`src/rtl/shift_ser_out_if.sv`:
```
// shift_ser_out_if: start/done handshake plus serial pins of the parallel-to-serial transmitter
// master: drives i_start/i_data, observes o_ser/o_serclk/o_latch/o_busy/o_done
// slave : the transmitter side
interface shift_ser_out_if #(parameter int WIDTH = 16);
  logic             i_start;
  logic [WIDTH-1:0] i_data;
  logic             o_ser;
  logic             o_serclk;
  logic             o_latch;
  logic             o_busy;
  logic             o_done;
  modport master (output i_start, i_data, input o_ser, o_serclk, o_latch, o_busy, o_done);
  modport slave (input i_start, i_data, output o_ser, o_serclk, o_latch, o_busy, o_done);
endinterface

```
`src/rtl/shift_ser_out.sv`:
```
// shift_ser_out: shifts a WIDTH-bit word MSB first into a 595-style chain, then strobes its latch
// clk   : rising-edge system clock
// reset : synchronous active-high reset
// bus   : shift_ser_out_if slave (i_start/i_data in; o_ser/o_serclk/o_latch/o_busy/o_done out)
module shift_ser_out #(
  parameter int WIDTH     = 16,
  parameter int SCLK_HALF = 1
) (
  input logic          clk,
  input logic          reset,
  shift_ser_out_if.slave bus
);
  localparam int HW = $clog2(SCLK_HALF + 1);
  localparam int BW = $clog2(WIDTH + 1);
  typedef enum logic [2:0] {IDLE, SETUP, HIGH, LATCH, DONE} state_t;
  state_t           state, nxt;
  logic [HW-1:0]    hcnt, hcnt_nxt;
  logic [BW-1:0]    bcnt, bcnt_nxt;
  logic [WIDTH-1:0] shreg, shreg_nxt;
  logic             ser_nxt, serclk_nxt, latch_nxt, busy_nxt, done_nxt;
  logic             last;
  assign last = hcnt == HW'(SCLK_HALF - 1);
  always_ff @(posedge clk)
    if (reset) begin
      state        <= IDLE;
      hcnt         <= '0;
      bcnt         <= '0;
      shreg        <= '0;
      bus.o_ser    <= 1'b0;
      bus.o_serclk <= 1'b0;
      bus.o_latch  <= 1'b0;
      bus.o_busy   <= 1'b0;
      bus.o_done   <= 1'b0;
    end else begin
      state        <= nxt;
      hcnt         <= hcnt_nxt;
      bcnt         <= bcnt_nxt;
      shreg        <= shreg_nxt;
      bus.o_ser    <= ser_nxt;
      bus.o_serclk <= serclk_nxt;
      bus.o_latch  <= latch_nxt;
      bus.o_busy   <= busy_nxt;
      bus.o_done   <= done_nxt;
    end
  always_comb begin
    nxt       = state;
    shreg_nxt = shreg;
    bcnt_nxt  = bcnt;
    case (state)
      IDLE:
        if (bus.i_start) begin
          nxt       = SETUP;
          shreg_nxt = bus.i_data;
          bcnt_nxt  = BW'(WIDTH);
        end
      SETUP: if (last) nxt = HIGH;
      HIGH:
        if (last) begin
          nxt       = bcnt == BW'(1) ? LATCH : SETUP;
          shreg_nxt = shreg << 1;
          bcnt_nxt  = bcnt - 1'b1;
        end
      LATCH: if (last) nxt = DONE;
      default: nxt = IDLE;
    endcase
    hcnt_nxt = (nxt != state || state == IDLE) ? '0 : hcnt + 1'b1;
  end
  // outputs are decoded from the upcoming state so they register together with it
  always_comb begin
    serclk_nxt = nxt == HIGH;
    latch_nxt  = nxt == LATCH;
    busy_nxt   = nxt != IDLE;
    done_nxt   = nxt == DONE;
    ser_nxt    = nxt == IDLE ? 1'b0 : nxt == SETUP ? shreg_nxt[WIDTH-1] : bus.o_ser;
  end
endmodule

```
`src/flat_wrapper.sv`:
```
// flat-port wrapper written by rule: the top's interface ports become plain ports
module shift_ser_out_flat 
#(
  parameter int WIDTH     = 16,
  parameter int SCLK_HALF = 1
)
  (clk, reset, bus_i_start, bus_i_data, bus_o_ser, bus_o_serclk, bus_o_latch, bus_o_busy, bus_o_done);
  shift_ser_out_if #(.WIDTH(WIDTH)) bus_i ();
  input logic clk;
  input logic reset;
  input wire logic [$bits(bus_i.i_start)-1:0] bus_i_start;
  input wire logic [$bits(bus_i.i_data)-1:0] bus_i_data;
  output wire logic [$bits(bus_i.o_ser)-1:0] bus_o_ser;
  output wire logic [$bits(bus_i.o_serclk)-1:0] bus_o_serclk;
  output wire logic [$bits(bus_i.o_latch)-1:0] bus_o_latch;
  output wire logic [$bits(bus_i.o_busy)-1:0] bus_o_busy;
  output wire logic [$bits(bus_i.o_done)-1:0] bus_o_done;
  assign bus_i.i_start = bus_i_start;
  assign bus_i.i_data = bus_i_data;
  assign bus_o_ser = bus_i.o_ser;
  assign bus_o_serclk = bus_i.o_serclk;
  assign bus_o_latch = bus_i.o_latch;
  assign bus_o_busy = bus_i.o_busy;
  assign bus_o_done = bus_i.o_done;
  shift_ser_out #(.WIDTH(WIDTH), .SCLK_HALF(SCLK_HALF)) u_core (.clk(clk), .reset(reset), .bus(bus_i));
endmodule
```
`config.mk`:
```
export PLATFORM = sky130hd
export DESIGN_NAME = shift_ser_out_flat
export DESIGN_NICKNAME = d
export VERILOG_FILES = /design/src/rtl/shift_ser_out_if.sv /design/src/rtl/shift_ser_out.sv /design/src/flat_wrapper.sv
export SDC_FILE = /design/constraint.sdc
export NUM_CORES = 1
export LEC_CHECK = 0
export CAP_MARGIN = 10
export CELL_PAD_IN_SITES_DETAIL_PLACEMENT = 1
export CELL_PAD_IN_SITES_GLOBAL_PLACEMENT = 1
export CORE_UTILIZATION = 40
export DETAILED_ROUTE_END_ITERATION = 6
export GPL_TIMING_DRIVEN = 0
export HOLD_SLACK_MARGIN = 0.06
export PLACE_DENSITY_LB_ADDON = 0.1
export SYNTH_ARGS = -nofsm -noshare
export SYNTH_HDL_FRONTEND = slang
export SYNTH_SLANG_ARGS = --single-unit
```
`constraint.sdc`:
```
create_clock -name clk -period 3.66 [get_ports clk]
set_clock_uncertainty 0.1 [all_clocks]
set_input_delay 0.366 -clock clk [delete_from_list [all_inputs] [get_ports clk]]
set_output_delay 0.366 -clock clk [all_outputs]
set_load 0.02 [all_outputs]
```
==> results of run 1 <==
## per-stage QoR
step	instances	power, mW	instance area (um2)	util (%)	hold slack (ps)
after floorplan	136	0.440	1240	-	336
after global placement	190	0.482	1510	52.9	343
after detailed placement	190	0.488	1510	52.9	350
after CTS	197	0.668	1550	54.5	362
after global routing	197	0.700	1550	54.5	379
final	197	0.660	1550	54.5	360
## flip-flops by register name (all words and copies together) (netlist names)
register             cells
u_core.shreg            16
u_core.bcnt              5
u_core.state             3
u_core.bus.o_busy        1
u_core.bus.o_done        1
u_core.bus.o_latch       1
u_core.bus.o_ser         1
u_core.bus.o_serclk      1
u_core.hcnt              1
## how the worst min path moves through the flow
stage | endpoint | slack [ps] | depth (start not counted)
after detailed placement | u_core.shreg[4] | 350 | 2
after global routing | u_core.shreg[4] | 380 | 2
after CTS | u_core.shreg[4] | 360 | 2
final | u_core.shreg[4] | 360 | 2
after global placement | u_core.shreg[4] | 340 | 2
after floorplan | u_core.shreg[10] | 340 | 2
## power groups by stage
stage,registers [mW],logic (mW),clock network [mW]
2_1_floorplan,0.372,0.0686,0
3_3_place_gp,0.369,0.113,0
3_5_place_dp,0.371,0.117,0
4_1_cts,0.364,0.117,0.187
5_1_grt,0.366,0.129,0.206
6_report,0.363,0.116,0.181
## cells by family after synthesis
logic type	count (synthesis)
compound gates	42
xor+xnor	3
fa+ha+maj	2
buf+inv	14
flops	30
mux	1
other cells	1
simple gates	43
## area by class of cell
cell class	count	area, um2	area share [%]
multi-input cells	92	568	36.6
repair buffers	23	230	14.8
well taps	31	38.8	2.50
inverters	6	22.5	1.45
plain buffers	8	48.8	3.14
flip-flops and latches	30	601	38.6
clock buffers	7	45.0	2.90
## routing by layer
layer / global-route usage [%] / up-vias / wire (um)
li1: - / 537 / -
met1: 24.0 / 516 / 1280
met2: 31.9 / 23 / 1400
met3: 6.70 / 6 / 132
met4: 6.12 / 0 / 34
met5: 0 / - / 0
## synth_stat cells, types with 2 or more instances
library cell / n
a22oi_1: 15
a21oi_1: 18
o21ai_0: 2
nor2_1: 9
buf_4: 2
nand2_1: 18
a31oi_1: 2
dfxtp_1: 30
nor3_1: 6
nor4b_4: 2
inv_1: 6
ha_1: 2
clkbuf_1: 2
buf_2: 3
nor2b_1: 3
xor2_1: 3
## worst min-delay path: cells and delay by family (launching register included)
family           cells  cell delay (ps)
AO/OA/AOI/OAI        1               50
flip-flops           1              320
AND/OR/NAND/NOR      1               50
==> results.cfg, run 1 <==
[setup_path]
max_stage_delay_ps = 600
end_kind = output port
rrSetupSlack_ps = 1980
path_cells = clkdlybuf4s50_1
r2r_end = u_core.shreg[7]
setup.worst_path.start = u_core.bus.o_ser
worst-path-buf-inv = 1
r2r-start = u_core.state[0]
cp_num_cells = 1
critPathArrivalTime_ps = 1270
critPathSlowestCell = clkdlybuf4s50_1
cp_max_fo = 2
crit_family = buffers and inverters
endpoint = bus_o_ser
required_ps = 3190
critPathKind = register to output port
crit_path_start_kind = register
ff2ff_path_depth = 6

[placement]
place_congestion = 0.722
port-buffer-count = 23
place_ws_ps = 1600
hpwl_mm = 2.06

[drt]
drt_pre_antenna_iters = 6
final_antenna_net_count = 0
viasPerCell = 5.49
route.vias.total = 1082
wirelength_mm = 2.85
remaining_drc_errors = 3
drtIter0Drc = 22
wl_per_cell_um = 14.4

[finish]
layout_common_cells = 30 x dfxtp_1, 23 x clkdlybuf4s50_1, 18 x nand2_1, 18 x a21oi_1, 15 x a22oi_1
fin_nets = 187
drive_gt1_share_pct = 9.04
final_common_cell = dfxtp_1
area_growth_pct = 25.3
fill_cells = 352
antenna_cells = 0

[power]
p_int_mw = 0.479
peakVddDrop_mv = 0.202
power_leakage_nw = 0.563
switching_power_mw = 0.182
p_sw_share_pct = 27.5
comb_power_share_pct = 17.6
p_seq_share_pct = 55.0
clkPwrFrac_pct = 27.4
p_per_area_nw_per_um2 = 425

[sta]
max_freq_ghz = 0.576
drv_slew = 0
setup_viol = 0
rsz0062_at_grt = no
max-slew-margin-rel_pct = 64.9
final.setup.worst_slack_ps = 1920
fin_crit_sh_pct = 47.4
tightest_slew_ps = 526
hold_viol = 0
period_minus_slack_ps = 1740
tns_ps = 0

[run_status]
violations = design-rule violations
status = complete, but fails checks

[yosys]
synth_top_family_by_area = compound AO/OA/AOI/OAI gates
synth_top_area_share_pct = 48.4
synth_edf_count = 0
synthesis.area_um2 = 1240
ys_seq_area_share_pct = 48.4
async_flop_share_pct = 0
postSynthAreaPerCell_um2 = 9.12
yosys.area_share.simple_pct = 19.0
syn_inst = 136
ys_types = 29
synth_compound_area_share_pct = 21.6
synthesis.nets = 157
yosysTopAreaCell = dfxtp_1
synth-xor-area-share_pct = 2.12
ys_ff_latch = 30
yosys.area_share.adder_pct = 2.02
synth_area_leaders = dfxtp_1 48%, a22oi_1 9.1%, a21oi_1 7.3%, nand2_1 5.4%, nor4b_4 3.8%
synth_top_flop_cell = dfxtp_1
synth_mux_area_share_pct = 0.807
yosys_warnings = 0

[cts]
clk_path_buf_depth = 2
cts_max_level = 2
clock-sinks = 30
numCtsBuffers = 5
cts_setup_buffers = 0
cts_tree = done
ctsHoldBuffers = 0
cts.repair.resized = 0
root_buffer = clkbuf_4
clkTransAtPathRegs_ps = 90
clock_latency_ps = 320

[hold_path]
hold_path.class = register to register
hp-start = u_core.shreg[4]

[die]
fp.dieArea_um2 = 3330
core-area_um2 = 2850
start_util_pct = 43.5
die_x_um = 57.7
die_y_um = 57.7
rows = 19
pin_count = 24

[grt]
grt_pass1_wl_mm = 4.79
grt_max_degree = 11
grt_overflow = 0
track_usage_pct = 19.4
first_global_vias = 1043
antenna_found_initial = 0

[job]
maxCapViolations = 0
No activity file was read; power rests on OpenSTA's default activity.
==> run 2: changes to the inputs <==
--- a/config.mk
+++ b/config.mk
@@ -8,7 +8,7 @@
 export CAP_MARGIN = 10
 export CELL_PAD_IN_SITES_DETAIL_PLACEMENT = 1
 export CELL_PAD_IN_SITES_GLOBAL_PLACEMENT = 1
-export CORE_UTILIZATION = 40
+export CORE_UTILIZATION = 34
 export DETAILED_ROUTE_END_ITERATION = 6
 export GPL_TIMING_DRIVEN = 0
 export HOLD_SLACK_MARGIN = 0.06
==> constraint.sdc (replaced) <==
create_clock -name clk -period 1.4 [get_ports clk]
set_clock_uncertainty 0.1 [all_clocks]
set_input_delay 0.14 -clock clk [delete_from_list [all_inputs] [get_ports clk]]
set_output_delay 0.14 -clock clk [all_outputs]
set_load 0.02 [all_outputs]
==> run 2 against run 1 <==
  * The flow finishes with violations (negative setup slack)
  * Largest power group unchanged
  * Power increased to 3.2 times the previous value
  * Sequential share of layout area decreased by 9.7 points
  * Global-route usage increased by 1.9 points
  * Worst setup slack got worse by 2200 ps
  * Die area increased by 17%
  * Worst hold slack got worse by 2.3 ps
==> results.cfg, run 2 (synthesis results as in run 1) <==
[run_status]
status = complete, but fails checks
violations = negative setup slack

[finish]
area_growth_pct = 70.7
final_common_cell = dfxtp_1
fin_nets = 210
largest_reg_flops = 16
antenna_cells = 0
reg.largest.list = u_core.shreg x16, u_core.bcnt x5, u_core.state x3
fin_area_um2 = 2120
drive_gt1_share_pct = 47.9
final_util_pct = 62.0
layout_common_cells = 24 x dfxtp_1, 18 x clkdlybuf4s50_1, 14 x buf_6
top_register = u_core.shreg

[setup_path]
setup.worst_path.start = u_core.hcnt
end_kind = register
crit_path_start_kind = register
required_ps = 1560
cp_max_fo = 6
r2r-start = u_core.hcnt
path_cells = nand2b_2, o32ai_1, o21ai_0, a31oi_1
critPathKind = register to register
critPathSlowestCell = o32ai_1
worst-path-buf-inv = 0
critPathArrivalTime_ps = 1850
max_stage_delay_ps = 460
crit_family = compound AO/OA/AOI/OAI gates

[cts]
clock-sinks = 30
ctsHoldBuffers = 0
clk_path_buf_depth = 2
root_buffer = clkbuf_4
clkTransAtPathRegs_ps = 100
numCtsBuffers = 5
clock_latency_ps = 350
cts_tree = done
cts_max_level = 2

[power]
peakVddDrop_mv = 0.640
p_per_area_nw_per_um2 = 986
power_leakage_nw = 0.800
p_total_mw = 2.09

[sta]
final.setup.worst_slack_ps = -283
tightest_slew_ps = 662
holdWs_ps = 358
tns_ps = -2580
drv_slew = 0
hold_viol = 0
period_minus_slack_ps = 1680
max-slew-margin-rel_pct = 55.8
rsz0062_at_grt = yes
fin_crit_sh_pct = 120
setup_viol = 22
max_freq_ghz = 0.594

[die]
rows = 21
pin_count = 24
fp.dieArea_um2 = 3890
core-area_um2 = 3420
die_x_um = 62.4
die_y_um = 62.4
start_util_pct = 36.3

[placement]
port-buffer-count = 23
hpwl_mm = 2.18
place_congestion = 0.708
placed_cell_area_um2 = 1540

[grt]
grt_max_degree = 11
first_global_vias = 1291
grt_overflow = 0
antenna_found_initial = 0
track_usage_pct = 21.3
grt_pass1_wl_mm = 6.20

[drt]
remaining_drc_errors = 0
route.vias.total = 1247
final_antenna_net_count = 0
viasPerCell = 5.28
drtIter0Drc = 37
wl_per_cell_um = 19.0
wirelength_mm = 4.49
drt_pre_antenna_iters = 4

[hold_path]
hold_path.class = input pin to register
hp-start = bus_i_data[0]

[job]
maxCapViolations = 0
==> run 2: changes by cell type in the layout (fill, tap and decap cells not counted), sizes merged <==
cell	before	now
dlygate4sd2	0	5
clkinv	0	1
clkdlybuf4s50	23	18
clkbuf	9	10
buf	6	28
==> run 2: final timing paths <==
path / to / slack, ps / cells after the start
worst max-delay path: u_core.bus.o_ser / -280 / 4
worst min-delay path: u_core.shreg[0] / 360 / 3
worst max register to register: u_core.bus.o_ser / -280 / 4
worst min register to register: u_core.shreg[6] / 380 / 2
==> run 2: report_power, final <==
part / internal [mW] / total [mW] / leakage, nW / switching, mW
Sequential: 0.911 / 0.970 / 0.249 / 0.0588
Clock: 0.243 / 0.559 / 0.0353 / 0.316
Combinational: 0.300 / 0.558 / 0.516 / 0.258
==> run 2: area by class of cell <==
type / count / area [um2]
clock buffer: 7 / 55.1
multi-input combinational: 92 / 800
clock inverter: 1 / 5.00
sequential: 30 / 613
tap: 46 / 57.6
buffer: 8 / 82.6
fill: 359 / 1300
inverter: 6 / 22.5
timing repair buffer: 46 / 482
==> run 2: routing by layer <==
metal	up-vias	wire length [um]	track usage [%]
met5	-	0	0
met4	0	104	8.72
met3	11	216	5.66
met2	35	2320	37.6
met1	614	1850	24.2
li1	587	-	-
==> run 2: metrics by stage <==
step                setup slack, ps  cells
global route                   -279    236
detailed placement             -413    205
global placement               -356    205
floorplan                     -28.9    136
CTS                           -82.8    232
finish                         -283    236
==> run 2: repair_timing <==
action / CTS / global route
gates resized for setup: 52 / 31
setup buffers: 17 / 2
gates cloned: 2 / 2
pin swaps: 26 / 18
setup endpoints to repair: 30 / 24
==> run 2: tightest hold or removal path, delay by kind of cell <==
family / cells / cell delay, ps
AOI/OAI and AO/OA: 1 / 70
buffers and inverters: 1 / 480
and+or+nand+nor: 1 / 80
==> variant 1 (flow settings as in run 1) <==
Encoding of `state_t`: now one-hot (5 bits for 5 states).
--- a/src/rtl/shift_ser_out.sv
+++ b/src/rtl/shift_ser_out.sv
@@ -14,3 +14,3 @@
   localparam int BW = $clog2(WIDTH + 1);
-  typedef enum logic [2:0] {IDLE, SETUP, HIGH, LATCH, DONE} state_t;
+  typedef enum logic [4:0] {IDLE = 5'b00001, SETUP = 5'b00010, HIGH = 5'b00100, LATCH = 5'b01000, DONE = 5'b10000} state_t;
   state_t           state, nxt;
Behaviour: no difference found for any inputs over 10 cycles, from zero or initial values and one cycle with reset high; not proved beyond that.
==> variant 1 against run 1 <==
Setup slack got worse by 0.38 ns. Sequential power rose by 8.3%. Clock power grew 40%. Final area is 27% higher. Final cell count increased by 30%. Area after synthesis is 30% higher. Sequential cell count up 2. Power increased by 28%. Routed wire length grew 39%. Global-route usage rose by 1.9 points. Synthesized cell count increased by 31%. Combinational power is 73% higher. Non-clock buffer count increased by 9. Critical endpoint is now u_core.shreg[4].
==> variant 1: results <==
export IMPL_met1_usage_pct=26.1
export IMPL_syn_num_nets=199
export IMPL_hold_path_endpoint="u_core.bus.o_ser"
export IMPL_synth_xor_xnor_area_share_pct=2.17
export IMPL_clock_latency_ns=0.29
export IMPL_drt_pass1_iterations=4
export IMPL_ys_seq_area_share_pct=39.7
export IMPL_wl_met2_mm=1.87
export IMPL_via_per_inst=5.42
export IMPL_gr_usage_all_layers_pct=21.3
export IMPL_clk_pin_slew_worst_paths_ns=0.07
export IMPL_reg_top3="u_core.shreg (16), u_core.bcnt (5), u_core.state (5)"
export IMPL_drt_met1_wl_mm=1.89
export IMPL_status="completed"
export IMPL_syn_inst=178
export IMPL_wl_met3_um=138
export IMPL_reg2reg_slack_ns=1.61
export IMPL_r2r_end="u_core.shreg[4]"
export IMPL_gr_usage_met3_pct=3.65
export IMPL_min_delay_start="u_core.bus.o_ser"
export IMPL_relSlewSlack_pct=52.8
export IMPL_synth_commonest_cells="dfxtp_1 (32), nor2_1 (27), nand2_1 (19)"
export IMPL_grt_pass1_vias=1458
export IMPL_nFillCells=438
export IMPL_synth_fa_ha_area_share_pct=1.55
export IMPL_crit_type="in -> reg"
==> variant 1: cell count changes in the layout (fill, tap and decap cells not counted), sizes merged, moves of 3 or more <==
cell	delta
o21ai	+13
nor4bb	+3
a21oi	-17
a22oi	-13
nor3b	+3
nor2	+17
buf	+8
a311oi	+15
==> variant 1: layout make-up <==
| type | count | area share (%) |
|---|---|---|
| well taps | 48 | 3.03 |
| repair buffers | 23 | 11.6 |
| clock buffers | 6 | 3.66 |
| flip-flops and latches | 32 | 32.3 |
| inverters | 5 | 0.948 |
| clock inverters | 1 | 0.253 |
| plain buffers | 17 | 5.75 |
| multi-input cells | 124 | 42.4 |
==> variant 1: power by group <==
| part | switching [mW] | total (mW) | internal (mW) |
|---|---|---|---|
| logic | 0.106 | 0.201 | 0.0953 |
| clock network | 0.125 | 0.254 | 0.129 |
| registers | 0.0156 | 0.393 | 0.378 |
| total | 0.246 | 0.848 | 0.602 |
==> variant 2 (settings of run 1) <==
Made on the original files. `WIDTH` is set to 16 in 3 places; all go to 32.
--- a/src/rtl/shift_ser_out_if.sv
+++ b/src/rtl/shift_ser_out_if.sv
@@ -3,3 +3,3 @@
 // slave : the transmitter side
-interface shift_ser_out_if #(parameter int WIDTH = 16);
+interface shift_ser_out_if #(parameter int WIDTH = 32);
   logic             i_start;
--- a/src/rtl/shift_ser_out.sv
+++ b/src/rtl/shift_ser_out.sv
@@ -5,3 +5,3 @@
 module shift_ser_out #(
-  parameter int WIDTH     = 16,
+  parameter int WIDTH     = 32,
   parameter int SCLK_HALF = 1
--- a/src/flat_wrapper.sv
+++ b/src/flat_wrapper.sv
@@ -3,3 +3,3 @@
 #(
-  parameter int WIDTH     = 16,
+  parameter int WIDTH     = 32,
   parameter int SCLK_HALF = 1
Interface: changed (resized bus_i_data); port bits go from 24 to 40. The function was not compared with the original's and may differ.
==> variant 2 against run 1 <==
Sequential share of layout area decreased by 0.65 points. Final area increased by 59%. Routed wire length increased by 61%. Setup slack got worse by 0.30 ns. Hold slack got worse by 0.0020 ns. Largest cell class unchanged. Power increased by 63%. Critical path type is now reg -> reg. Combinational power increased by 71%. Area after synthesis increased by 56%. Sequential cell count increased by 17.
==> variant 2: results <==
export IMPL_drt_initial_drc_count=71
export IMPL_routedWlPerCell_um=14.5
export IMPL_pre_cts_ws_ns=1.30
export IMPL_met1_usage_pct=25.2
export IMPL_critPathMaxFanout=10
export IMPL_placed_cells=309
export IMPL_multiInputGateArea_um2=893
export IMPL_relSlewSlack_pct=54.7
export IMPL_clkPwrFrac_pct=28.3
export IMPL_seq_share_pct=38.0
export IMPL_syn_inst=218
export IMPL_num_vias=1724
export IMPL_hold_path_endpoint="u_core.shreg[7]"
export IMPL_drive_gt1_share_pct=8.68
export IMPL_final_clk_cell_share_pct=3.44
export IMPL_grt_pass1_vias=1810
export IMPL_grt_pass1_wl_mm=8.14
export IMPL_cts_resized=0
export IMPL_arrival_ns=2.10
export IMPL_place_area_um2=2390
export IMPL_critPathLaunch="u_core.state[1]"
export IMPL_instances_no_fill=317
export IMPL_antenna_found_initial=0
export IMPL_min_delay_start="u_core.shreg[7]"
export IMPL_syn_num_nets=255
export IMPL_n_all_inverters=7
export IMPL_netlist_top_cells_area="dfxtp_1 (49%), a22oi_1 (12%), a21oi_1 (9.3%), nand2_1 (6.2%), buf_2 (2.3%)"
export IMPL_port_buffers=39
export IMPL_cts_root_buffer="clkbuf_8"
export IMPL_clock_latency_ns=0.30
export IMPL_drt_pass1_iterations=4
export IMPL_regArea_um2=941
export IMPL_grtUsageMet2_pct=35.2
export IMPL_n_clock_buffer=6
export IMPL_nFillCells=542
export IMPL_seq_cells=47
export IMPL_ir_drop_mv=0.240
export IMPL_place_hpwl_mm=3.30
export IMPL_grt_max_degree=15
export IMPL_ys_seq_area_share_pct=48.6
export IMPL_synth_commonest_cells="dfxtp_1 (47), a21oi_1 (36), nand2_1 (32)"
export IMPL_nets=301
export IMPL_end_kind="flop"
export IMPL_buffer_area_share_pct=18.8
export IMPL_nNonClkBuffers=55
export IMPL_reg2reg_slack_ns=1.63
export IMPL_r2r_end="u_core.shreg[31]"
export IMPL_fmax_mhz=492
export IMPL_internal_power_mw=0.779
export IMPL_drt_met1_wl_mm=2.21
export IMPL_gr_usage_all_layers_pct=20.2
export IMPL_status="completed"
export IMPL_synth_distinct_cells=34
export IMPL_leakagePower_nw=0.911
export IMPL_multiInputCombCellCount=148
export IMPL_reg2reg_depth=5
export IMPL_whs_ns=0.358
==> variant 2: changes by cell type in the layout (fill, tap and decap cells not counted), moves of 2 or more <==
cell	change
a21oi_1	+18
dfxtp_1	+17
a22oi_1	+16
clkdlybuf4s50_1	+16
nand2_1	+14
buf_2	+6
clkbuf_4	-5
clkbuf_8	+5
clkbuf_1	+3
nand2b_1	+3
a311oi_1	+2
nor2_1	+2
nor2b_1	-2
==> variant 2: cell families (layout without fill, tap and decap cells) <==
group,count (synthesis),after routing,share of synthesized area (%)
and+or+nand+nor,60,60,16.1
AOI/OAI and AO/OA,81,81,26.8
xor gates and xnor gates,4,4,1.81
buffers and inverters,23,70,5.24
DFF,47,47,48.6
other,1,1,0.194
adders and majority gates,2,2,1.29
==> variant 2: critical path: stages (launching register included) <==
cell,delay (ns)
dfxtp_1,0.50
nor4b_4,0.51
nor2_1,0.31
buf_2,0.27
a21oi_1,0.16
nor2_1,0.05
